===== src/rtl/lcd_pkg.sv =====
// Shared types and constants for the LCD FIFO controller.
// Holds the FSM encoding, the queued entry layout and the register map.
package lcd_pkg;

    typedef enum logic [1:0] {
        ST_IDLE,
        ST_SETUP,
        ST_PULSE,
        ST_WAIT
    } lcd_state_e;

    typedef struct packed {
        logic       rs;
        logic [7:0] data;
    } lcd_entry_t;

    localparam int ENTRY_W = 9;

    localparam logic [1:0] OFF_CMD     = 2'd0;
    localparam logic [1:0] OFF_DAT     = 2'd1;
    localparam logic [1:0] OFF_STATUS  = 2'd2;
    localparam logic [1:0] OFF_OVF_CLR = 2'd3;

    localparam int STAT_BUSY    = 0;
    localparam int STAT_EMPTY   = 1;
    localparam int STAT_FULL    = 2;
    localparam int STAT_OVF     = 3;
    localparam int STAT_CNT_LSB = 8;

    // Clear (01) and home (02/03) need the long settle time.
    function automatic logic is_long_cmd(lcd_entry_t e);
        return !e.rs && (e.data == 8'h01 || e.data == 8'h02 ||
                         e.data == 8'h03);
    endfunction

endpackage


===== src/rtl/lcd_cmd_fifo.sv =====
// Command/data FIFO feeding the LCD transfer FSM.
// Show-ahead read: rdata is the oldest entry whenever not empty.
module lcd_cmd_fifo #(
    parameter int DEPTH = 8,
    parameter int WIDTH = 9,
    localparam int AW = (DEPTH > 1) ? $clog2(DEPTH) : 1,
    localparam int CW = AW + 1
) (
    input  logic             ACLK,
    input  logic             RESET,
    input  logic             push,
    input  logic [WIDTH-1:0] wdata,
    input  logic             pop,
    output logic [WIDTH-1:0] rdata,
    output logic             full,
    output logic             empty,
    output logic [CW-1:0]    count
);

    logic [WIDTH-1:0] mem [DEPTH];
    logic [AW-1:0]    wr_ptr;
    logic [AW-1:0]    rd_ptr;
    logic             do_push;
    logic             do_pop;

    assign full    = (count == CW'(DEPTH));
    assign empty   = (count == '0);
    assign do_push = push && !full;
    assign do_pop  = pop && !empty;
    assign rdata   = mem[rd_ptr];

    // Storage array; contents need no reset since count guards reads.
    always_ff @(posedge ACLK) begin
        if (do_push) begin
            mem[wr_ptr] <= wdata;
        end
    end

    // Pointers and occupancy; push+pop together leaves count unchanged.
    always_ff @(posedge ACLK) begin
        if (RESET) begin
            wr_ptr <= '0;
            rd_ptr <= '0;
            count  <= '0;
        end else begin
            if (do_push) wr_ptr <= wr_ptr + AW'(1);
            if (do_pop)  rd_ptr <= rd_ptr + AW'(1);
            case ({do_push, do_pop})
                2'b10:   count <= count + CW'(1);
                2'b01:   count <= count - CW'(1);
                default: count <= count;
            endcase
        end
    end

endmodule


===== src/rtl/lcd_fifo_ctrl.sv =====
// Bus-mapped HD44780-style LCD controller with a command/data queue.
// Entries are replayed onto the LCD bus with timed EN pulses and settles.
import lcd_pkg::*;

module lcd_fifo_ctrl #(
    parameter logic [31:0] BASEADDRESS = 32'h5000_0000,
    parameter int          FIFO_DEPTH  = 8,
    parameter int          EN_CYCLES   = 12,
    parameter int          SHORT_DELAY = 2000,
    parameter int          LONG_DELAY  = 100000,
    parameter int          NIBBLE_MODE = 0
) (
    input  logic        ACLK,
    input  logic        RESET,
    input  logic [31:0] DATA_I,
    input  logic [31:0] ADDR,
    input  logic        WRSTB,
    input  logic        RDSTB,
    output logic [31:0] DATA_O,
    output logic        LCD_BLON,
    output logic [7:0]  LCD_DATA,
    output logic        LCD_EN,
    output logic        LCD_ON,
    output logic        LCD_RS,
    output logic        LCD_RW
);

    localparam int MAX_DLY = (LONG_DELAY > EN_CYCLES) ? LONG_DELAY : EN_CYCLES;
    localparam int DW      = $clog2(MAX_DLY + 1);
    localparam int AW      = (FIFO_DEPTH > 1) ? $clog2(FIFO_DEPTH) : 1;
    localparam int CW      = AW + 1;

    lcd_state_e  state;
    logic [DW-1:0] cnt;
    lcd_entry_t  cur;
    logic        lo_nib;
    logic        overflow;

    logic [31:0] offset;
    logic        hit;
    logic        wr_q;
    logic        push;
    logic        pop;
    logic        ovf_set;
    logic        ovf_clr;
    logic        stat_rd;
    lcd_entry_t  push_entry;
    lcd_entry_t  head;
    logic        full;
    logic        empty;
    logic [CW-1:0] count;
    logic [31:0] status;
    logic        unused_data;

    assign LCD_BLON = 1'b1;
    assign LCD_ON   = 1'b1;
    assign LCD_RW   = 1'b0;

    assign unused_data = ^DATA_I[31:8];

    assign offset  = ADDR - BASEADDRESS;
    assign hit     = (offset[31:2] == 30'd0);
    assign wr_q    = WRSTB && hit &&
                     (offset[1:0] == OFF_CMD || offset[1:0] == OFF_DAT);
    assign push    = wr_q && !full;
    assign ovf_set = wr_q && full;
    assign ovf_clr = WRSTB && hit && (offset[1:0] == OFF_OVF_CLR);
    assign stat_rd = RDSTB && hit && (offset[1:0] == OFF_STATUS);
    assign pop     = (state == ST_IDLE) && !empty;

    assign push_entry.rs   = (offset[1:0] == OFF_DAT);
    assign push_entry.data = DATA_I[7:0];

    lcd_cmd_fifo #(
        .DEPTH (FIFO_DEPTH),
        .WIDTH (ENTRY_W)
    ) u_fifo (
        .ACLK  (ACLK),
        .RESET (RESET),
        .push  (push),
        .wdata (push_entry),
        .pop   (pop),
        .rdata (head),
        .full  (full),
        .empty (empty),
        .count (count)
    );

    // Bus value for one beat; nibble mode uses only the upper four lines.
    function automatic logic [7:0] bus_val(logic [7:0] d, logic lo);
        if (NIBBLE_MODE == 0) return d;
        return lo ? {d[3:0], 4'h0} : {d[7:4], 4'h0};
    endfunction

    // Status word assembly from live controller state.
    always_comb begin
        status = '0;
        status[STAT_BUSY]  = (state != ST_IDLE);
        status[STAT_EMPTY] = empty;
        status[STAT_FULL]  = full;
        status[STAT_OVF]   = overflow;
        status[STAT_CNT_LSB +: 8] = 8'(count);
    end

    // Registered read port; zero unless the status register was read.
    always_ff @(posedge ACLK) begin
        if (RESET) DATA_O <= '0;
        else       DATA_O <= stat_rd ? status : '0;
    end

    // Sticky overflow; a drop in the same cycle wins over a clear.
    always_ff @(posedge ACLK) begin
        if (RESET)        overflow <= 1'b0;
        else if (ovf_set) overflow <= 1'b1;
        else if (ovf_clr) overflow <= 1'b0;
    end

    // Transfer FSM: setup, EN pulse, settle delay, per beat/entry.
    always_ff @(posedge ACLK) begin
        if (RESET) begin
            state    <= ST_IDLE;
            cnt      <= '0;
            cur      <= '0;
            lo_nib   <= 1'b0;
            LCD_EN   <= 1'b0;
            LCD_RS   <= 1'b0;
            LCD_DATA <= '0;
        end else begin
            unique case (state)
                ST_IDLE: begin
                    if (!empty) begin
                        state    <= ST_SETUP;
                        cur      <= head;
                        lo_nib   <= 1'b0;
                        cnt      <= DW'(1);
                        LCD_RS   <= head.rs;
                        LCD_DATA <= bus_val(head.data, 1'b0);
                    end
                end
                ST_SETUP: begin
                    state  <= ST_PULSE;
                    cnt    <= DW'(EN_CYCLES);
                    LCD_EN <= 1'b1;
                end
                ST_PULSE: begin
                    if (cnt <= DW'(1)) begin
                        LCD_EN <= 1'b0;
                        if (NIBBLE_MODE != 0 && !lo_nib) begin
                            state    <= ST_SETUP;
                            lo_nib   <= 1'b1;
                            cnt      <= DW'(1);
                            LCD_DATA <= bus_val(cur.data, 1'b1);
                        end else begin
                            state <= ST_WAIT;
                            cnt   <= is_long_cmd(cur) ? DW'(LONG_DELAY)
                                                      : DW'(SHORT_DELAY);
                        end
                    end else begin
                        cnt <= cnt - DW'(1);
                    end
                end
                ST_WAIT: begin
                    if (cnt <= DW'(1)) begin
                        state <= ST_IDLE;
                        cnt   <= '0;
                    end else begin
                        cnt <= cnt - DW'(1);
                    end
                end
                default: state <= ST_IDLE;
            endcase
        end
    end

endmodule


===== config.mk =====
export PLATFORM = sky130hd
export DESIGN_NAME = lcd_fifo_ctrl
export DESIGN_NICKNAME = d
export VERILOG_FILES = /design/src/rtl/lcd_pkg.sv /design/src/rtl/lcd_cmd_fifo.sv /design/src/rtl/lcd_fifo_ctrl.sv
export SDC_FILE = /design/constraint.sdc
export NUM_CORES = 1
export LEC_CHECK = 0
export ABC_AREA = 1
export CORE_MARGIN = 2
export CORE_UTILIZATION = 47
export DETAILED_ROUTE_END_ITERATION = 10
export GPL_ROUTABILITY_DRIVEN = 0
export PLACE_DENSITY = 0.74
export SLEW_MARGIN = 10
export SYNTH_ARGS = -nofsm -noshare
export SYNTH_HDL_FRONTEND = slang
export SYNTH_HIERARCHICAL = 1
export SYNTH_SLANG_ARGS = --single-unit

===== constraint.sdc =====
create_clock -name ACLK -period 2.3 [get_ports ACLK]
set_input_delay 0.345 -clock ACLK [delete_from_list [all_inputs] [get_ports ACLK]]
set_output_delay 0.345 -clock ACLK [all_outputs]
set_load 0.05 [all_outputs]

Word level (Yosys, flattened, before mapping)
Memory sizes are Yosys's and may differ from the RTL's. A register that Yosys moved wholly into a read port is not among the register bits.
Cells that the tools add are included.
{"block": "word_totals", "n_memories": 1, "wordCells": 88, "reg_bits": 80, "ramBits": 72}
{"memory": "u_fifo.mem", "words": 8, "word_bits": 9, "rd": 1, "rd_ports_with_merged_regs": 1, "wr": 1, "line_no": "lcd_cmd_fifo.sv:20", "source": "logic [WIDTH-1:0] mem [DEPTH];"}
{"block": "op_classes", "reduce_logical": 29, "n_mux": 22, "eq_ne": 15, "n_addsub": 6, "n_bitwise": 2, "magnitude_cmp": 1}
{"cell": "two-way mux 17 bit", "count": 4}
{"cell": "case mux 17 bit (4 select lines)", "count": 1}
{"cell": "subtractor 32 x 31 -> 32 bit (second input constant)", "count": 1}
{"cell": "logical NOT 30 bit", "count": 1}
{"cell": "<= comparator 17 x 1 -> 1 bit (second input constant)", "count": 1}
{"cell": "subtractor 17 x 1 -> 17 bit (second input constant)", "count": 1}
{"cell": "equality test 8 x 2 -> 1 bit (second input constant)", "count": 2}
{"cell": "logical AND 1 bit", "count": 11}
{"cell": "equality test 2 bit (second input constant)", "count": 5}
{"cell": "equality test 8 x 1 -> 1 bit (second input constant)", "count": 1}
{"cell": "two-way mux 1 bit", "count": 8}
{"cell": "case mux 2 bit (4 select lines)", "count": 1}
{"cell": "case mux 4 bit (2 select lines)", "count": 1}
{"cell": "nonzero test 2 bit", "count": 4}
{"cell": "adder 3 x 1 -> 3 bit (second input constant)", "count": 2}
{"cell": "equality test 2 x 1 -> 1 bit (second input constant)", "count": 3}
{"cell": "two-way mux 2 bit", "count": 3}
{"cell": "two-way mux 3 bit", "count": 2}
{"cell": "!= test 2 bit (second input constant)", "count": 3}
{"cell": "adder 4 x 1 -> 4 bit (second input constant)", "count": 1}
{"cell": "equality test 4 bit (second input constant)", "count": 1}
{"cell": "logical NOT 2 bit", "count": 2}
{"cell": "logical NOT 4 bit", "count": 1}
{"cell": "two-way mux 4 bit", "count": 1}
{"cell": "8 further kinds", "count": 14}

Depth between registers and ports, before layout
{"block": "depth", "depth_word": 8, "depth_mapped": 18, "mapped_depth_nobuf": 18}

By module
The synthesis kept the hierarchy.
{"module": "lcd_cmd_fifo", "area_per_inst_um2": 3522.1, "seq_area_each_um2": 2422.3, "cells_each": 299, "n_inst": 1}
{"module": "lcd_fifo_ctrl", "area_per_inst_um2": 2466.1, "seq_area_each_um2": 760.7, "cells_each": 361, "n_inst": 1}

Worst setup path after synthesis
OpenSTA, ideal clock, no wires.
{"block": "synth_path", "path_type": "register to register", "start": "register u_fifo.count[0]", "end": "register u_fifo.count[2]", "arrival_ns": 2.158, "stages_incl_launch_ff": 17, "setup_slack_ns": 0.026, "required_ns": 2.185, "path_cell_list": "dfxtp_1 > nor2_2 > nand3_2 > inv_1 > inv_1 > nand2_1 > clkinv_1 > nand2_4 > inv_1 > ha_1 > nor2_1 > nor2_2 > ha_1 > a21oi_1 > xnor2_1 > o21ai_0 > inv_1"}
{"block": "synth_via", "elab_chain_len": 6, "elab_cells_between_ends": 14, "classes_between": "add/sub: 2; eq/ne: 3; mux: 1; reduce/logical: 8"}
{"item": "from (decl)", "line_no": "lcd_cmd_fifo.sv:17", "source": "output logic [CW-1:0] count"}
{"item": "from (signal assigned)", "line_no": "lcd_cmd_fifo.sv:49", "source": "2'b10: count <= count + CW'(1);"}
{"item": "from (signal assigned)", "line_no": "lcd_cmd_fifo.sv:50", "source": "2'b01: count <= count - CW'(1);"}
{"item": "from (signal assigned)", "line_no": "lcd_cmd_fifo.sv:51", "source": "default: count <= count;"}
{"item": "logical NOT 4 bit (*)", "line_no": "lcd_cmd_fifo.sv:27", "source": "assign empty = (count == '0);"}
{"item": "via empty", "line_no": "lcd_fifo_ctrl.sv:50", "source": "logic empty;"}
{"item": "logical NOT 1 bit (*)", "line_no": "lcd_fifo_ctrl.sv:69", "source": "assign pop = (state == ST_IDLE) && !empty;"}
{"item": "logical AND 1 bit (*)", "line_no": "lcd_fifo_ctrl.sv:69"}
{"item": "via pop", "line_no": "lcd_fifo_ctrl.sv:43", "source": "logic pop;"}
{"item": "logical AND 1 bit (*)", "line_no": "lcd_cmd_fifo.sv:29", "source": "assign do_pop = pop && !empty;"}
{"item": "via u_fifo.do_pop", "line_no": "lcd_cmd_fifo.sv:24", "source": "logic do_pop;"}
{"item": "equality test 2 x 1 -> 1 bit or equality test 2 bit (tied branches)", "line_no": "lcd_cmd_fifo.sv:48", "source": "case ({do_push, do_pop})"}
{"item": "case mux 4 bit (2 select lines) or nonzero test 2 bit (tied branches)"}
Mark *: on every way through the listed nets, which the timed path passes. The rest lies on a longest branch.
A chain may end at the register's enable or synchronous reset.

Final worst setup path
{"block": "layout_path", "start": "input port ADDR[3]", "end": "register u_fifo.count[2]"}
{"block": "layout_via", "elab_chain_len": 8, "elab_cells_between_ends": 10, "classes_between": "add/sub: 1; eq/ne: 2; mux: 1; reduce/logical: 6"}
{"item": "from (decl)", "line_no": "lcd_fifo_ctrl.sv:16", "source": "input logic [31:0] ADDR,"}
{"item": "subtractor 32 x 31 -> 32 bit (*)", "line_no": "lcd_fifo_ctrl.sv:61", "source": "assign offset = ADDR - BASEADDRESS;"}
{"item": "logical NOT 30 bit (*)", "line_no": "lcd_fifo_ctrl.sv:62", "source": "assign hit = (offset[31:2] == 30'd0);"}
{"item": "logical AND 1 bit (*) (2 in series)", "line_no": "lcd_fifo_ctrl.sv:63", "source": "assign wr_q = WRSTB && hit &&"}
{"item": "logical AND 1 bit (*)", "line_no": "lcd_fifo_ctrl.sv:65", "source": "assign push = wr_q && !full;"}
{"item": "via push", "line_no": "lcd_fifo_ctrl.sv:42", "source": "logic push;"}
{"item": "logical AND 1 bit (*)", "line_no": "lcd_cmd_fifo.sv:28", "source": "assign do_push = push && !full;"}
{"item": "equality test 2 x 1 -> 1 bit or equality test 2 bit (tied branches)", "line_no": "lcd_cmd_fifo.sv:48"}
{"item": "case mux 4 bit (2 select lines) or nonzero test 2 bit (tied branches)"}
Marked as above.

==> results.toml <==
[global_routing]
gr-total-overflow = 0
antenna_found_initial = 0
grtUsageMet1_pct = 24.3
met2_usage_pct = 37.8
grt_start_max_net_pins = 37
use_met3_pct = 6.23
busiest_layer = "met2"
grt_pass1_wl_microns = 22200
grt_pass1_vias = 4599
grt_usage_pct = 21.4

[pwr]
powerDensity_nw_per_um2 = 920
power_frac_clock_pct = 37.7
combPwrFrac_pct = 27.4
p_seq_share_pct = 34.9
power_mw = 7.13
switching_power_mw = 2.42
ir_drop_v = 0.000620
intPower_mw = 4.70
p_leak_nw = 3.28
p_sw_share_pct = 34.0

[timing]
fin_crit_ps = 2190
fmax_mhz = 458
setup_violations = 0
worst_pin_slew_ps = 546
hold_violations = 0
max-slew-margin-rel_pct = 63.5
fin_tns_setup_ps = 0
worst_clock_skew_ps = 10.0
finalMaxSlewViolations = 0
worst_slack_ps = 115
fin_crit_sh_pct = 95.0

[critical_path]
path_class = "in2reg"
max_stage_delay_ps = 400
cp_max_fo = 4
worstReg2RegStart = "u_fifo/count[2]"
cp-startpoint = "ADDR[3]"
endpoint_kind = "register"
cp.required_ps = 2610
cp-start-kind = "primary input"
cp.arrival_ps = 2490
crit_slowest_cell = "clkdlybuf4s50_1"
path_cells = "clkdlybuf4s50_1 > nor2_1 > nand4_1 > nor2_2 > nand3_2 > nor2_4 > nand2_2 > ha_4 > nand2_1 > inv_1 > nor2_2 > ha_2 > a21oi_2 > xnor2_1 > o21ai_1 > inv_1"

[clocking]
cts_buffers = 17
clock_sinks = 123
ctsLongestPathBuffers = 2
cts_tree = "yes"
worstSkewPairLatency_ps = 410
root_buffer = "clkbuf_16"
hold_buffers = 0
h-tree-depth = 4
cts.clk_slew.worst_paths_ps = 60

[placed_design]
dp_slack_ps = -640
io_buffers = 61
place_hpwl_microns = 9390
placed_area_sq_um = 6890

[floorplan]
design.portCount = 113
fp.dieH_microns = 117
coreArea_sq_um = 12500
fp-row-count = 41
design.die.area_sq_um = 13700
initial_core_util_pct = 47.8
die_x_microns = 117

[synth]
syn_avg_cell_area_sq_um = 9.07
synth_top_flop_cell = "edfxtp_1"
synth_cells = 660
synth.cell_area_sq_um = 5990
yosysWarnings = 6
yosys_register_bits = 123
ys_seq_area_share_pct = 53.2
synth.area.top_cells = "edfxtp_1 (36%), dfxtp_1 (17%), nor2_1 (8.3%)"
synth_top_area_cell = "edfxtp_1"
synth_top_area_share_pct = 36.1
synth_common_cells = "nor2_1 (133), nand2_1 (103), edfxtp_1 (72)"
synth_edf_count = 72
synth.distinct_cells = 43
synth-async-reset-ratio_pct = 0
yosysMostFrequentCell = "nor2_1"

[run_status]
status = "finished clean"

[route]
vias = 4875
drt_pass1_iterations = 5
antenna_left = 0
vias_per_cell = 5.10
drc = 0
wl_per_cell_microns = 14.6
drt_iter0_drc = 377
drt-total-wl_microns = 14000

[layout]
stdcell_area_sq_um = 7750
synthToLayoutAreaGrowth_pct = 29.4
post-route-util_pct = 61.9
drive_above_1_share_pct = 17.9
fin_nets = 851
antenna_cells = 0

[hold_path]
hp-class = "in2reg"
min_from = "ADDR[4]"

[job]
max-cap-violations = 0
-- per-stage QoR --
stage / hold WS (ps) / std cells
after CTS: 432 / 956
final: 395 / 956
after global placement: 425 / 912
after floorplan: 408 / 685
after detailed placement: 423 / 912
after global routing: 448 / 956
-- critical path: cells and delay by family --
family	cells	cell delay [ps]
simple gates	8	990
compound gates	2	180
fa+ha+maj	2	360
buf+inv	3	500
xor+xnor	1	110
-- path summary, 6_finish.rpt --
kind / endpoint / slack, ps / cells after the start
worst max register to register: u_fifo/count[2] / 180 / 17
worst min-delay path: overflow / 400 / 6
worst min register to register: DATA_O[3] / 430 / 2
worst max-delay path: u_fifo/count[2] / 110 / 16
-- registers in the layout, summed over array words and instances (netlist names), named ones only --
name	cells
u_fifo/rd_ptr	3
DATA_O	8
u_fifo/count	4
state	2
overflow	1
LCD_DATA	8
cur	1
u_fifo/wr_ptr	3
cnt	17
LCD_EN	1
u_fifo/mem	72
-- layout make-up --
cell class	instances	area [sq um]
fillers	987	4770
inverters	49	193
multi-input cells	468	2490
repair buffers	112	1060
flip-flops and latches	123	3180
clock inverters	15	176
well taps	172	215
clock buffers	17	425
-- cells by family (layout without fill, tap and decap cells) --
family          after synthesis  after routing  synth area share [%]
compound gates               91             91                  8.09
other cells                   2             27                 0.125
fa+ha+maj                    12             12                  2.51
flops                       123            123                  53.2
xor+xnor                     12             12                  1.76
buf+inv                      94            193                  8.46
mux                           9              9                  1.50
simple gates                317            317                  24.4
-- power by group through the flow --
| stage | registers (mW) | logic [mW] | clock network, mW |
|---|---|---|---|
| final | 2.48 | 1.95 | 2.69 |
| after floorplan | 2.54 | 1.50 | 0 |
| after global routing | 2.49 | 2.16 | 2.84 |
| after detailed placement | 2.53 | 1.92 | 0 |
| after global placement | 2.52 | 1.88 | 0 |
| after CTS | 2.48 | 1.94 | 2.73 |
-- per-layer routing --
metal | share of wire (%) | vias to the layer above
met3 | 5.5 | 33
met5 | 0 | -
met1 | 40 | 2305
met2 | 52 | 166
met4 | 2.5 | 0
li1 | - | 2371
-- repair_timing --
action                                  4_1_cts  5_1_grt
buffers inserted                             12        0
endpoints found under the setup margin       20       84
pin swaps                                     8       17
gates resized for setup                      15       40
-- cell usage in the layout (no fill, tap or decap), drive strengths merged, types with 6 or more instances in the layout --
cell           netlist  layout
edfxtp              72      72
mux2i                9       9
xor2                 9       9
dlymetal6s2s         0      26
a21oi               25      25
dfxtp               51      51
o21ai               53      53
nor4                 6       6
o22ai                9       9
nand3               25      25
nor2               145     145
buf                 39      51
ha                  12      12
nand4               11      11
inv                 46      56
clkinv               3       6
clkdlybuf4s50        0      33
nor3                 7       7
clkbuf               6      17
nand2              116     116
conb                 2      27
(Power assumes the default switching activity.)
